## config.mk

```make
export PLATFORM = sky130hd
export DESIGN_NAME = command_serializer
export DESIGN_NICKNAME = d
export VERILOG_FILES = /design/src/rtl/command_serializer.sv
export SDC_FILE = /design/constraint.sdc
export NUM_CORES = 1
export LEC_CHECK = 0
export CORE_MARGIN = 2
export CORE_UTILIZATION = 53
export DETAILED_ROUTE_END_ITERATION = 7
export PLACE_DENSITY = 0.9
export REMOVE_ABC_BUFFERS = 1
export SLEW_MARGIN = 20
export SYNTH_ARGS = -nofsm -noshare
export SYNTH_HDL_FRONTEND = slang
export SYNTH_SLANG_ARGS = --single-unit
```

## constraint.sdc

```tcl
create_clock -name clk -period 4.8 [get_ports clk]
set_input_delay 0.48 -clock clk [delete_from_list [all_inputs] [get_ports clk]]
set_output_delay 0.48 -clock clk [all_outputs]
set_load 0.1 [all_outputs]
```

## src/rtl/command_serializer.sv

```systemverilog
// command_serializer: turns one structured command into the control-unit byte stream
// (opcode, then block and payload MSB first), paced by the consumer's `next` pulse.
// Optional feature macro: CMD_SER_RETRY_EN (re-strobe a byte on acknowledge timeout).
module command_serializer #(
  parameter int n_blocks    = 256,
  parameter int data_width  = 16,
  parameter int GAP         = 2,
  parameter int ACK_TIMEOUT = 64,
  parameter int MAX_RETRIES = 3
) (
  input  logic        clk,
  input  logic        reset,
  input  logic        cmd_valid,
  output logic        cmd_ready,
  input  logic [7:0]  cmd_opcode,
  input  logic [15:0] cmd_block,
  input  logic [47:0] cmd_payload,
  output logic [7:0]  out_byte,
  output logic        out_valid,
  input  logic        next,
  output logic        busy,
  output logic        done,
  output logic        unknown_cmd,
  output logic        timeout_err,
  output logic [2:0]  fsm_state
);

  // Command codes, kept in step with controller.vh.
  localparam logic [7:0] COMMAND_WRITE_BLOCK_INSTR   = 8'h01;
  localparam logic [7:0] COMMAND_WRITE_BLOCK_REG_0   = 8'h02;
  localparam logic [7:0] COMMAND_WRITE_BLOCK_REG_1   = 8'h03;
  localparam logic [7:0] COMMAND_UPDATE_BLOCK_REG_0  = 8'h04;
  localparam logic [7:0] COMMAND_UPDATE_BLOCK_REG_1  = 8'h05;
  localparam logic [7:0] COMMAND_ALLOC_DELAY         = 8'h06;
  localparam logic [7:0] COMMAND_SET_INPUT_GAIN      = 8'h07;
  localparam logic [7:0] COMMAND_SET_OUTPUT_GAIN     = 8'h08;
  localparam logic [7:0] COMMAND_SWAP_PIPELINES      = 8'h09;
  localparam logic [7:0] COMMAND_RESET_PIPELINE      = 8'h0A;
  localparam logic [7:0] COMMAND_COMMIT_REG_UPDATES  = 8'h0B;

  localparam int BLOCK_BYTES = (n_blocks > 256) ? 2 : 1;
  localparam int DATA_BYTES  = (data_width == 24) ? 3 : 2;
  localparam int GW          = $clog2(GAP + 1);
  localparam int TW          = $clog2(ACK_TIMEOUT + 1);
  localparam int RW          = $clog2(MAX_RETRIES + 2);
`ifdef CMD_SER_RETRY_EN
  localparam int RETRY_LIMIT = MAX_RETRIES;
`else
  localparam int RETRY_LIMIT = 0;
`endif
  localparam logic [GW-1:0] GAP_LAST   = GW'(GAP - 1);
  localparam logic [TW-1:0] TIMER_LAST = TW'(ACK_TIMEOUT - 1);
  localparam logic [RW-1:0] RETRY_MAX  = RW'(RETRY_LIMIT);

  typedef enum logic [2:0] {
    S_IDLE   = 3'd0,
    S_STROBE = 3'd1,
    S_ACK    = 3'd2,
    S_GAP    = 3'd3,
    S_DONE   = 3'd4
  } state_t;

  state_t          state;
  state_t          state_n;
  logic [63:0]     ops;
  logic [3:0]      remaining;
  logic [GW-1:0]   gap_cnt;
  logic [TW-1:0]   timer;
  logic [RW-1:0]   retries;

  logic [15:0]     blk_aligned;
  logic [23:0]     data_aligned;
  logic [63:0]     dec_ops;
  logic [3:0]      dec_len;
  logic            dec_unknown;

  logic            accept;
  logic            ack_hit;
  logic            timer_hit;
  logic            retry_ok;
  logic            gap_end;
  logic            last_byte;

  // Operand decode: operand bytes are packed left-aligned so the serializer
  // only ever shifts out the top byte, whatever the command layout.
  always_comb begin
    blk_aligned  = (BLOCK_BYTES == 2) ? cmd_block : {cmd_block[7:0], 8'h00};
    data_aligned = (DATA_BYTES == 3) ? cmd_payload[23:0] : {cmd_payload[15:0], 8'h00};
    dec_ops      = 64'd0;
    dec_len      = 4'd0;
    dec_unknown  = 1'b0;
    case (cmd_opcode)
      COMMAND_WRITE_BLOCK_INSTR: begin
        dec_ops = {blk_aligned, 48'd0} | ({cmd_payload[31:0], 32'd0} >> (8 * BLOCK_BYTES));
        dec_len = 4'(BLOCK_BYTES + 4);
      end
      COMMAND_WRITE_BLOCK_REG_0, COMMAND_WRITE_BLOCK_REG_1,
      COMMAND_UPDATE_BLOCK_REG_0, COMMAND_UPDATE_BLOCK_REG_1: begin
        dec_ops = {blk_aligned, 48'd0} | ({data_aligned, 40'd0} >> (8 * BLOCK_BYTES));
        dec_len = 4'(BLOCK_BYTES + DATA_BYTES);
      end
      COMMAND_ALLOC_DELAY: begin
        dec_ops = {cmd_payload, 16'd0};
        dec_len = 4'd6;
      end
      COMMAND_SET_INPUT_GAIN, COMMAND_SET_OUTPUT_GAIN: begin
        dec_ops = {data_aligned, 40'd0};
        dec_len = 4'(DATA_BYTES);
      end
      COMMAND_SWAP_PIPELINES, COMMAND_RESET_PIPELINE, COMMAND_COMMIT_REG_UPDATES: begin
        dec_len = 4'd0;
      end
      default: dec_unknown = 1'b1;
    endcase
  end

  // Handshake: a command transfers on a cycle where cmd_valid && cmd_ready; each
  // byte is offered by a one-cycle out_valid and consumed by the first `next` seen in ACK.
  always_comb begin
    accept    = (state == S_IDLE) && cmd_valid;
    ack_hit   = (state == S_ACK) && next;
    timer_hit = (state == S_ACK) && !next && (timer == TIMER_LAST);
    retry_ok  = (retries != RETRY_MAX);
    gap_end   = (state == S_GAP) && (gap_cnt == GAP_LAST);
    last_byte = (remaining == 4'd0);
    state_n   = state;
    case (state)
      S_IDLE:   if (cmd_valid) state_n = S_STROBE;
      S_STROBE: state_n = S_ACK;
      S_ACK: begin
        if (next)           state_n = last_byte ? S_DONE : S_GAP;
        else if (timer_hit) state_n = retry_ok ? S_STROBE : S_IDLE;
      end
      S_GAP:    if (gap_end) state_n = S_STROBE;
      S_DONE:   state_n = S_IDLE;
      default:  state_n = S_IDLE;
    endcase
  end

  always_ff @(posedge clk) begin
    if (reset) begin
      state       <= S_IDLE;
      out_byte    <= 8'd0;
      ops         <= 64'd0;
      remaining   <= 4'd0;
      gap_cnt     <= '0;
      timer       <= '0;
      retries     <= '0;
      unknown_cmd <= 1'b0;
      timeout_err <= 1'b0;
    end else begin
      state       <= state_n;
      unknown_cmd <= 1'b0;
      timeout_err <= 1'b0;

      if (accept) begin
        out_byte    <= cmd_opcode;
        ops         <= dec_ops;
        remaining   <= dec_len;
        unknown_cmd <= dec_unknown;
        retries     <= '0;
      end

      // Timer reads 0 in the strobe cycle, so a timeout re-strobe lands ACK_TIMEOUT later.
      if (state_n == S_STROBE) timer <= '0;
      else if (state == S_STROBE || state == S_ACK) timer <= timer + 1'b1;

      if (ack_hit) begin
        gap_cnt <= '0;
        retries <= '0;
      end else if (state == S_GAP) begin
        gap_cnt <= gap_cnt + 1'b1;
      end

      if (timer_hit) begin
        if (retry_ok) retries <= retries + 1'b1;
        else          timeout_err <= 1'b1;
      end

      if (gap_end) begin
        out_byte  <= ops[63:56];
        ops       <= {ops[55:0], 8'h00};
        remaining <= remaining - 1'b1;
      end
    end
  end

  assign cmd_ready = (state == S_IDLE);
  assign out_valid = (state == S_STROBE);
  assign busy      = (state != S_IDLE);
  assign done      = (state == S_DONE);
  assign fsm_state = state;

endmodule

```

==> flow_summary.ini <==
[yosys]
yosys-top-cells-area = dfxtp_1 (38%), a22oi_1 (12%), o22ai_1 (4.9%)
yosysWarningCount = 0
synth_top_area_cell = dfxtp_1
yosysTopAreaCellShare_pct = 37.95
synth_edf_count = 0
async_flop_share_pct = 0
syn-cell-area_um2 = 4061
syn_area_per_cell_um2 = 8.946
ys_seq_elements = 77
netlist_instances = 454
synth_cell_types = 61
synth_ff_type = dfxtp_1
ys_seq_area_share_pct = 37.95

[placement]
placed_area_um2 = 4868
gp_routability_congestion = 0.8557
post-dp-hpwl_um = 7538
io_buffer_count = 84

[power]
power_density_nw_per_um2 = 312.5
total_power_mw = 1.605
leakage_nw = 1.630
peakVddDrop_mv = 0.1761

[hold_path]
worstHoldPathType = reg -> reg

[clocking]
hold_buffers = 0
clock_path_buffers = 2
root_buffer = clkbuf_8
cts_made_buffers = 9
cts.sinks = 77
path_clk_slew_ns = 0.08
post_cts_buffers = 0
cts.htree.levels = 3
cts_tree = done
cts.repair.resized = 0
clock_latency_ns = 0.36

[detailed_routing]
wl_per_cell_um = 19.68
first_pass_iters = 7
drtAntennaViolNets = 0
drt-total-wl_um = 12060
viasPerCell = 6.910
drt_iter0_markers = 596
drcViolationCount = 0
via_count = 4236

[global_route]
grt_usage_pct = 28.93
grt_pass1_wl_um = 19590
antenna_found_initial = 0
grt_pass1_vias = 3988
grt_max_degree = 70
overflow = 0

[sta]
hold_violations = 0
rsz0062_at_grt = false
skew_ns = 0.009745
worst_pin_slew_ns = 0.9877
drv_slew = 0
fmax_mhz = 326.3
setup_tns_ns = 0
setup_violations = 0
max_slew_margin_pct = 33.95
min_period_ns = 3.065
fin_crit_sh_pct = 63.85

[layout]
final_common_cell = clkdlybuf4s50_1
syn2layout_area_growth_pct = 26.46
fill_cells = 556
final_cell_mix = clkdlybuf4s50_1 (83), dfxtp_1 (77), a22oi_1 (65), o22ai_1 (32), a21oi_1 (25)
num_antenna_cells = 0
drive_above_1_share_pct = 7.782
final_cell_area_um2 = 5136
final_nets = 590

[setup_path]
critPathKind = reg -> out
crit_path_max_fanout = 19
start_kind = flop
cp_data_required_time_ns = 4.32
arrival_ns = 2.58
critPathCaptureType = output port

[floorplan]
core-area_um2 = 7331
start_util_pct = 55.40
die-area_um2 = 8380
die_h_um = 91.54
io_pins = 93
rows = 31
die_w_um = 91.54

[flow_run]
drv_cap = 0

[status]
status = finished, final reports clean
## worst max-delay path, cell delays in order (launching register included)
cell and delay [ns]:
dfxtp_1 0.81, nor3b_1 0.26, clkdlybuf4s50_1 1.16
## final timing paths
kind           startpoint     endpoint  slack [ns]  cells past startpoint
min reg2reg   out_byte[7]  out_byte[7]        0.46                      2
max reg2reg  fsm_state[0]      ops[49]        2.26                      4
max          fsm_state[2]         done        1.74                      2
min           out_byte[7]  out_byte[7]        0.46                      2
## per-layer routing
layer / vias to the layer above / global-route usage, % / wire length [um]
met4: 0 / 13.13 / 276
met5: - / 0 / 0
met1: 2017 / 36.34 / 4543
met2: 273 / 47.18 / 5972
li1: 1908 / - / -
met3: 38 / 6.390 / 1270
## per-stage QoR
stage	hold WS [ns]	cells	utilization, %	worst slack (ns)
2_1_floorplan	0.4385	406	-	0.7266
3_3_place_gp	0.4427	596	66.41	1.821
3_5_place_dp	0.4525	596	66.41	1.758
4_1_cts	0.4624	612	69.79	1.709
5_1_grt	0.4933	613	70.06	1.643
6_report	0.4581	613	70.06	1.735
## cell type report
type	count	area (um^2)	share of cell area [%]
Clock buffer	9	123.9	2.412
Clock inverter	7	123.9	2.412
Inverter	7	26.28	0.5116
Multi-Input combinational cell	322	2288	44.56
Sequential cell	77	1541	30.01
Tap cell	99	123.9	2.412
Timing Repair Buffer	92	908.4	17.69
## where the power goes
group          internal, mW  switching, mW
clock network         0.348          0.250
registers             0.655         0.0185
logic                 0.127          0.207
## cells by family (layout without fill, tap and decap cells)
family | after synthesis | count (layout) | share of synthesized area, %
buffers and inverters | 55 | 115 | 6.500
and+or+nand+nor | 119 | 119 | 17.19
muxes | 2 | 2 | 0.5237
DFF | 77 | 77 | 37.95
xor gates and xnor gates | 9 | 9 | 2.126
AOI/OAI and AO/OA | 187 | 187 | 34.17
adders and majority gates | 5 | 5 | 1.540
## sequential cells by signal (all words and copies together), names as in the netlist
name / flops
ops: 48
retries: 3
gap_cnt: 2
timer: 7
fsm_state: 3
remaining: 4
out_byte: 8
timeout_err: 1
unknown_cmd: 1
## cells in the mapped netlist, types with 3 or more instances
master and number:
dfxtp_1 77, inv_1 7, nand3b_1 7, nor2_1 23, nand2b_1 10, o22ai_1 32
buf_4 4, ha_1 5, nand2_1 20, a222oi_1 16, a22oi_1 65, nand3_1 22
a21oi_1 25, xnor2_1 8, nor3b_1 3, a31oi_1 7, clkbuf_1 23, a221oi_1 3
a211oi_1 10, buf_6 3, o21ai_0 4, nor3_1 5, o221ai_1 8, and2_1 3
nor4_1 3, a221o_1 7, buf_2 15
Note: power is estimated with default switching activity, not from simulation.
